$ cat src/rtl/rvfi_check_seq_pkg.sv
// Shared types and helpers for the formal check harness sequencer.
package rvfi_check_seq_pkg;

  typedef enum logic [1:0] {
    S_RST,
    S_RUN,
    S_DONE
  } seq_state_e;

  localparam int CNT_W_DEFAULT = 8;

  // Saturating add: result clamps at 2**w-1 instead of wrapping.
  function automatic logic [31:0] sat_add(input logic [31:0] a,
                                          input logic [31:0] b,
                                          input int          w);
    logic [32:0] sum;
    logic [32:0] lim;
    sum = {1'b0, a} + {1'b0, b};
    lim = (33'd1 << w) - 33'd1;
    return (sum > lim) ? lim[31:0] : sum[31:0];
  endfunction

endpackage

$ cat src/rtl/rvfi_popcount.sv
// Counts the asserted bits of rvfi_valid at CNT_W width (saturating).
module rvfi_popcount
  import rvfi_check_seq_pkg::*;
#(
  parameter int NRET  = 1,
  parameter int CNT_W = CNT_W_DEFAULT
) (
  input  logic [NRET-1:0]  rvfi_valid,
  output logic [CNT_W-1:0] count
);

  // Sum one bit per retire channel.
  always_comb begin
    count = '0;
    for (int i = 0; i < NRET; i++) begin
      count = CNT_W'(sat_add(32'(count), 32'(rvfi_valid[i]), CNT_W));
    end
  end

endmodule

$ cat src/rtl/rvfi_check_sequencer.sv
// Formal check harness sequencer: DUT reset pulse, cycle/retire counters and
// a one-shot check strobe gated on a minimum retirement count.
// Optional macro RISCV_FORMAL_CHECK_WINDOW_EN widens the check slot to
// CHECK_CYCLE..CHECK_CYCLE+WINDOW and lets check_req pick the cycle.
// Because check is registered, the decision for slot cycle c is taken in the
// cycle before it; rvfi_valid and check_req of that cycle are included.
module rvfi_check_sequencer
  import rvfi_check_seq_pkg::*;
#(
  parameter int NRET         = 1,
  parameter int RESET_CYCLES = 1,
  parameter int CHECK_CYCLE  = 20,
  parameter int MIN_RETIRE   = 1,
  parameter int WINDOW       = 4,
  parameter int CNT_W        = CNT_W_DEFAULT
) (
  input  logic             clock,
  input  logic             reset,
  input  logic [NRET-1:0]  rvfi_valid,
  input  logic             check_req,
  output logic             dut_reset,
  output logic             check,
  output logic             done,
  output logic             starved,
  output logic [CNT_W-1:0] cycle_cnt,
  output logic [CNT_W-1:0] retire_cnt
);

  localparam int RW = $clog2(RESET_CYCLES + 1);
`ifdef RISCV_FORMAL_CHECK_WINDOW_EN
  localparam int LAST_SLOT = CHECK_CYCLE + WINDOW;
`else
  localparam int LAST_SLOT = CHECK_CYCLE;
`endif

  seq_state_e       state_q, state_nx;
  logic [RW-1:0]    rst_cnt_q, rst_cnt_nx;
  logic [CNT_W-1:0] pop, pop_g, cycle_nx, retire_nx;
  logic             check_nx, done_nx, starved_nx, gate_nx, slot_nx, req_ok;

  rvfi_popcount #(.NRET(NRET), .CNT_W(CNT_W)) u_popcount (
    .rvfi_valid (rvfi_valid),
    .count      (pop)
  );

`ifdef RISCV_FORMAL_CHECK_WINDOW_EN
  // Fire on the first requested cycle of the window, or force on the last.
  always_comb begin
    slot_nx = (cycle_nx >= CNT_W'(CHECK_CYCLE)) && (cycle_nx <= CNT_W'(LAST_SLOT));
    req_ok  = check_req || (cycle_nx == CNT_W'(LAST_SLOT));
  end
`else
  logic unused_cfg;
  assign unused_cfg = check_req ^ (WINDOW == 0);

  // Single-cycle slot; check_req has no effect.
  always_comb begin
    slot_nx = (cycle_nx == CNT_W'(CHECK_CYCLE));
    req_ok  = 1'b1;
  end
`endif

  // Next-state, counter and strobe decode.
  always_comb begin
    state_nx   = state_q;
    rst_cnt_nx = rst_cnt_q;
    done_nx    = done;
    starved_nx = starved;
    pop_g      = dut_reset ? '0 : pop;
    cycle_nx   = CNT_W'(sat_add(32'(cycle_cnt), 32'd1, CNT_W));
    retire_nx  = CNT_W'(sat_add(32'(retire_cnt), 32'(pop_g), CNT_W));
    unique case (state_q)
      S_RST: begin
        cycle_nx   = '0;
        retire_nx  = '0;
        rst_cnt_nx = rst_cnt_q + RW'(1);
        if (rst_cnt_q == RW'(RESET_CYCLES - 1)) state_nx = S_RUN;
      end
      S_RUN: begin
        // Slot is over once check has been shown or the last slot cycle passes.
        if (check || (cycle_cnt == CNT_W'(LAST_SLOT))) begin
          state_nx   = S_DONE;
          done_nx    = 1'b1;
          starved_nx = !check;
        end
      end
      default: ;
    endcase
    gate_nx  = (MIN_RETIRE == 0) || (32'(retire_nx) >= 32'(MIN_RETIRE));
    check_nx = (state_nx == S_RUN) && slot_nx && gate_nx && req_ok;
  end

  // State and output registers.
  always_ff @(posedge clock) begin
    if (reset) begin
      state_q    <= S_RST;
      rst_cnt_q  <= '0;
      dut_reset  <= 1'b1;
      check      <= 1'b0;
      done       <= 1'b0;
      starved    <= 1'b0;
      cycle_cnt  <= '0;
      retire_cnt <= '0;
    end else begin
      state_q    <= state_nx;
      rst_cnt_q  <= rst_cnt_nx;
      dut_reset  <= (state_nx == S_RST);
      check      <= check_nx;
      done       <= done_nx;
      starved    <= starved_nx;
      cycle_cnt  <= cycle_nx;
      retire_cnt <= retire_nx;
    end
  end

endmodule
$ cat config.mk
export PLATFORM = sky130hd
export DESIGN_NAME = rvfi_check_sequencer
export DESIGN_NICKNAME = d
export VERILOG_FILES = /design/src/rtl/rvfi_check_seq_pkg.sv /design/src/rtl/rvfi_popcount.sv /design/src/rtl/rvfi_check_sequencer.sv
export SDC_FILE = /design/constraint.sdc
export NUM_CORES = 1
export LEC_CHECK = 0
export BUFFER_PORTS_ARGS = -buffer_cell sky130_fd_sc_hd__buf_4
export CORE_AREA = 2 2 55 57
export CTS_CLUSTER_SIZE = 14
export DETAILED_ROUTE_END_ITERATION = 8
export DIE_AREA = 0 0 57 59
export PLACE_DENSITY = 0.7
export REMOVE_ABC_BUFFERS = 1
export SKIP_LAST_GASP = 1
export SYNTH_ARGS = -nofsm -noshare
export SYNTH_HDL_FRONTEND = slang
export SYNTH_SLANG_ARGS = --single-unit
$ cat constraint.sdc
create_clock -name clock -period 1.8 [get_ports clock]
set_clock_uncertainty 0.1 [all_clocks]
set_input_delay 0.27 -clock clock [delete_from_list [all_inputs] [get_ports clock]]
set_output_delay 0.27 -clock clock [all_outputs]
set_load 0.03 [all_outputs]
==> results.md, run 1 <==
* Reg2Reg Launch Point: dut_reset
* I/O Pins at 24
* Worst Path Arrival at 1.92 ns
* Synth warn at 0
* Pin count of the biggest net entering global routing at 14
* Crit Path Max Fanout at 3
* WL/cell at 12.9 um
* Drt pass-1 iters at 4
* CP Depth at 7
* Number of synthesized register bits at 23
* Critical path launch point: dut_reset
* Ys async rst share at 0%
* Fmax at 0.566 GHz
* H-tree depth at 1
* CP bufs+invs at 1
* Final period utilization at 98.2%
* Share of layout cells above drive strength 1 at 27.2%
* Status: finished, final reports clean
* Syn Std Cell Area at 1080 um^2
* Most common flop cell mapped by yosys: dfxtp_1
* Synth unique cells at 34
* Post-synth EDFFs at 0
* CTS buffer count at 3
* Synth Instances at 122
* Final Wtd Congestion at 0.828
* Total track usage at 15.4%
* Leak Pwr at 0.000599 uW
* Crit. End Element: flop
* Final net count at 160
* Die Area at 3360 um^2
* Slowest stage delay, CP at 0.37 ns
* HPWL Detailed at 1740 um
* Area growth syn-to-layout at 25.0%
* CP Cell Sequence: nor2b_1 > ha_2 > buf_4 > and4_4 > nor3b_1 > or3_4 > a311oi_2
* PwrDens at 643 nW/um^2
* ANT cells at 0
* CTS Buffer Depth at 2
* Vias at 999
* Max Cap Viol at 0
* Hold Vio Cnt, Final at 0
* Top delay family on crit path: simple AND/OR/NAND/NOR gates
* # fillers at 263
* Die height at 59 um
* RSZ-0062 raised after global routing: yes
* Total Routed Length at 2340 um
* Final setup fails at 0
* Slew Limit Headroom at 74.1%
* DRT iter0 DRCs at 22
* Critical Path Start Type: flop
* Final non-filler cell total at 182
* CP max stage cell: or3_4
* GRT overflow at 0
* Capturing point of the worst reg2reg path: check
* Final min period at 1.77 ns
* Core area at 2710 um^2
* # Post-CTS Setup Buffers at 0
* Vias in the first global route at 955
* Input/output buffers at 22
* Register area share after synthesis at 42.8%
* WHS at 0.0451 ns
* Critical Path RT at 1.95 ns
* Clock Tree Root: clkbuf_4
* Sink Count at 23
* CTS tree: yes
* Final Max Slew Viols at 0
* Reg2Reg Depth at 7
* Setup crit end: check
* Setup TNS at 0 ns
* Syn avg cell area at 8.82 um^2
* Setup Crit Path Kind: reg -> reg
* Worst skew pair latency at 0.32 ns
* CTS clk-pin slew, worst paths at 0.13 ns
* WHS Path Cells at 2
* DIE WIDTH at 57 um
* Initial antenna violation count at 0
* Starting Density at 39.7%
* R2r setup slk at 0.03 ns
* Vias/cell at 5.49
* Total power at 865 uW
* Worst slew pin tran at 0.387 ns
* Hold Path Class: in -> reg
* Final antenna-violating net count at 0
* # rows at 19
* Fin util at 49.6%
* First-pass GRT wire length at 4050 um
* Peak VDD IR at 423 uV
* Residual DRC at 0
* CTS Hold Bufs at 0
* Post-Place Cells at 178
logic make-up (layout without fill, tap and decap cells):
family          after synthesis  in the layout  synth area share (%)
fa+ha+maj                     4              4                  4.65
mux                           1              1                 0.930
simple gates                 56             56                  28.1
flops                        23             23                  42.8
xor+xnor                      7              7                  5.70
compound gates               25             25                  15.6
buf+inv                       6             35                  2.21
flip-flops by register name, summed over array words and instances, names as in the netlist:
signal,count
starved,1
cycle_cnt,8
done,1
retire_cnt,8
rst_cnt_q,1
check,1
dut_reset,1
state_q,2
power by group:
| group | switching (uW) | leakage, uW | internal, uW | total (uW) |
|---|---|---|---|---|
| clock | 170 | 0.0000177 | 83.4 | 253 |
| sequential | 12.1 | 0.000186 | 522 | 534 |
| combinational | 46.8 | 0.000395 | 31.7 | 78.4 |
worst min-delay path by stage:
stage               slack, ns  startpoint            end
finish                   0.05       reset  retire_cnt[7]
global route             0.03       reset      rst_cnt_q
CTS                      0.04       reset  retire_cnt[7]
detailed placement       0.37        done           done
global placement         0.36        done           done
floorplan                0.24       reset  retire_cnt[7]
per-stage QoR:
step | setup WS (ns) | instance area (um^2)
3_5_place_dp | -0.0567 | 1310
3_3_place_gp | -0.0418 | 1310
6_report | 0.0321 | 1350
4_1_cts | 0.0139 | 1340
2_1_floorplan | -0.194 | 1070
5_1_grt | -0.0320 | 1350
cell usage in the layout, fill, tap and decap left out, types with 2 or more instances in the layout:
cell type and instances:
a21o_1 2, nand2_1 10, buf_4 27, dfxtp_1 22, nand4_1 7, xnor2_1 2
or2_2 2, nor3b_1 2, a31oi_1 3, and3_1 3, ha_1 3, nor2_1 14
a21oi_1 9, nor2b_1 3, and2_1 2, nand4b_1 2, nand3_1 4, o21ai_0 3
xor2_1 5, clkbuf_4 3, nor3_1 3, inv_1 4
layer usage:
layer	part of all wire (%)	track usage (%)
met5	0	0
met1	48	17.9
met2	46	26.9
met4	0.68	4.65
met3	4.8	5.24
cell type report:
class | count | area, um^2 | area share [%]
Tap cell | 31 | 38.8 | 2.88
Clock inverter | 1 | 5.00 | 0.372
Sequential cell | 23 | 462 | 34.3
Timing Repair Buffer | 27 | 203 | 15.1
Inverter | 4 | 15.0 | 1.12
Clock buffer | 3 | 22.5 | 1.67
Multi-Input combinational cell | 93 | 599 | 44.6
cell usage after synthesis, types with 2 or more instances:
cell type   n  share of area [%]
nand3_1     4                1.9
nor2b_1     3                1.7
and2_1      2                1.2
nand2_1    10                3.5
nor3_1      3                1.4
a21o_1      2                1.4
a21oi_1     9                4.2
nand4_1     7                4.1
a211oi_1    2                1.4
nor3b_1     2                1.4
o21ai_0     3                1.4
dfxtp_1    23                 43
or2_2       2                1.2
a31oi_1     3                1.7
ha_1        4                4.7
nor2_1     14                4.9
xor2_1      5                4.1
inv_1       4                1.4
and3_1      3                1.7
nand4b_1    2                1.6
xnor2_1     2                1.6
repair_timing:
action,CTS,global route
endpoints found under the setup margin,0,5
gates resized for setup,0,3
hold endpoints to repair,0,0
Power figures use the tool's default switching activity.
==> run 2: changes to the inputs <==
--- a/config.mk
+++ b/config.mk
@@ -6,11 +6,13 @@
 export NUM_CORES = 1
 export LEC_CHECK = 0
 export BUFFER_PORTS_ARGS = -buffer_cell sky130_fd_sc_hd__buf_4
-export CORE_AREA = 2 2 55 57
+export CELL_PAD_IN_SITES_DETAIL_PLACEMENT = 0
+export CELL_PAD_IN_SITES_GLOBAL_PLACEMENT = 1
+export CORE_AREA = 2 2 59 61
 export CTS_CLUSTER_SIZE = 14
 export DETAILED_ROUTE_END_ITERATION = 8
-export DIE_AREA = 0 0 57 59
-export PLACE_DENSITY = 0.7
+export DIE_AREA = 0 0 61 63
+export PLACE_DENSITY = 0.78
 export REMOVE_ABC_BUFFERS = 1
 export SKIP_LAST_GASP = 1
 export SYNTH_ARGS = -nofsm -noshare
==> results.md, run 2 (synthesis results as in run 1) <==
* Slew Limit Headroom at 74.6%
* Clock Power Share at 28.4%
* Clock Tree Root: clkbuf_4
* Starting Density at 33.3%
* Pin count of the biggest net entering global routing at 14
* Capturing point of the worst reg2reg path: check
* CTS Hold Bufs at 0
* Setup TNS at 0 ns
* Comb pwr share at 9.1%
* Most frequent cells in the layout: 29 x buf_4, 22 x dfxtp_1, 14 x nor2_1
* RSZ-0062 raised after global routing: yes
* Share of layout cells above drive strength 1 at 28.8%
* Core area at 3230 um^2
* Worst Path Arrival at 1.93 ns
* Leak Pwr at 0.000607 uW
* Total track usage at 13.6%
* Setup Crit Path Kind: reg -> reg
* Critical Path RT at 1.95 ns
* Vias at 988
* DRT iter0 DRCs at 52
* Setup WS post-layout at 0.0193 ns
* Drt pass-1 iters at 4
* Sink Count at 23
* GRT overflow at 0
* Sequential share of power at 62.5%
* Most common cell after layout, fill and taps aside: buf_4
* First-pass GRT wire length at 4030 um
* Worst Hold Path EP: done
* # fillers at 358
* I/O Pins at 24
* Top Registers: cycle_cnt x8, retire_cnt x8, state_q x2
* Max Cap Viol at 0
* Final setup fails at 0
* Fmax at 0.562 GHz
* Die Area at 3840 um^2
* Final non-filler cell total at 199
* Final Wtd Congestion at 0.833
* CTS clk-pin slew, worst paths at 0.13 ns
* Place WS at -0.0842 ns
* CTS buffer count at 3
* Die height at 63 um
* R2r setup slk at 0.02 ns
* Final net count at 162
* PwrDens at 619 nW/um^2
* Vias in the first global route at 935
* Input/output buffers at 22
* Crit Path Max Fanout at 3
* Sw frac at 25.7%
* Total power at 855 uW
* Vias/cell at 4.96
* Initial antenna violation count at 0
* WHS Path Cells at 2
* Final period utilization at 98.9%
* HPWL Detailed at 1800 um
* Final antenna-violating net count at 0
* DIE WIDTH at 61 um
* Post-Place Cells at 194
* Final Max Slew Viols at 0
* Critical Path Start Type: flop
* Worst skew pair latency at 0.32 ns
* WL/cell at 12.0 um
* Status: finished, final reports clean
* Reg2Reg Launch Point: dut_reset
* Final min period at 1.78 ns
* Worst slew pin tran at 0.379 ns
* Worst hold start: reset
* Hold Vio Cnt, Final at 0
* Area growth syn-to-layout at 28.4%
* # rows at 21
* Crit. End Element: flop
* CTS Buffer Depth at 2
* CTS tree: yes
* Total Routed Length at 2390 um
* Switching power at 219 uW
* Hold Path Class: in -> reg
* Residual DRC at 0
* WHS at 0.0505 ns
* ANT cells at 0
* H-tree depth at 1
* Peak VDD IR at 355 uV
* Reg2Reg Depth at 7
* Internal power at 636 uW
run 2: changes by cell type in the layout (fill, tap and decap cells not counted):
cell	before	now
a21oi_2	0	2
a211oi_1	1	2
buf_4	27	29
a21oi_1	9	7
a211oi_2	1	0
run 2: repair_timing:
item,in CTS,in global routing
setup buffers,0,1
hold endpoints to repair,0,0
setup endpoints to repair,1,4
pin swaps,2,3
gates resized for setup,2,2
run 2: how the worst max path moves through the flow:
stage / startpoint / to / slack [ns] / depth (start not counted)
floorplan: dut_reset / check / -0.19 / 7
global placement: rvfi_valid / check / -0.05 / 8
detailed placement: rvfi_valid / check / -0.08 / 8
CTS: dut_reset / check / -0.009 / 7
global route: dut_reset / check / -0.06 / 7
finish: dut_reset / check / 0.02 / 7
run 2: final cells by class:
cell class | instances | area (um^2) | area share, %
tap | 46 | 57.6 | 4.17
clock inverter | 1 | 5.00 | 0.362
timing repair buffer | 29 | 218 | 15.8
inverter | 4 | 15.0 | 1.09
sequential | 23 | 462 | 33.4
clock buffer | 3 | 22.5 | 1.63
multi-input combinational | 93 | 602 | 43.6
run 2: stage by stage:
step / instance area (um^2) / utilization [%]
floorplan: 1070 / -
global placement: 1340 / 41.3
detailed placement: 1340 / 41.3
CTS: 1370 / 42.3
global route: 1380 / 42.7
finish: 1380 / 42.7
run 2: worst max-delay path, cell delays in order, from the launching register on:
cell	delay (ns)
dfxtp_2	0.34
nor2b_1	0.11
ha_2	0.20
buf_4	0.11
and4_4	0.22
a31oi_1	0.09
or3_4	0.35
a311oi_2	0.19
run 2: power by group through the flow:
stage	Combinational (uW)	Clock [uW]	Sequential, uW
2_1_floorplan	39.5	0	554
3_3_place_gp	76.4	0	544
3_5_place_dp	77.6	0	544
4_1_cts	78.5	258	534
5_1_grt	87.5	281	537
6_report	78.1	243	534
run 2: per-layer routing:
| layer | vias up | track usage (%) | routed length, um | share of wire (%) |
|---|---|---|---|---|
| met2 | 21 | 23.4 | 1180 | 49 |
| met1 | 463 | 16.5 | 1100 | 46 |
| met5 | - | 0 | 0 | 0 |
| li1 | 502 | - | - | - |
| met3 | 2 | 3.73 | 96 | 4.0 |
| met4 | 0 | 3.26 | 10 | 0.42 |
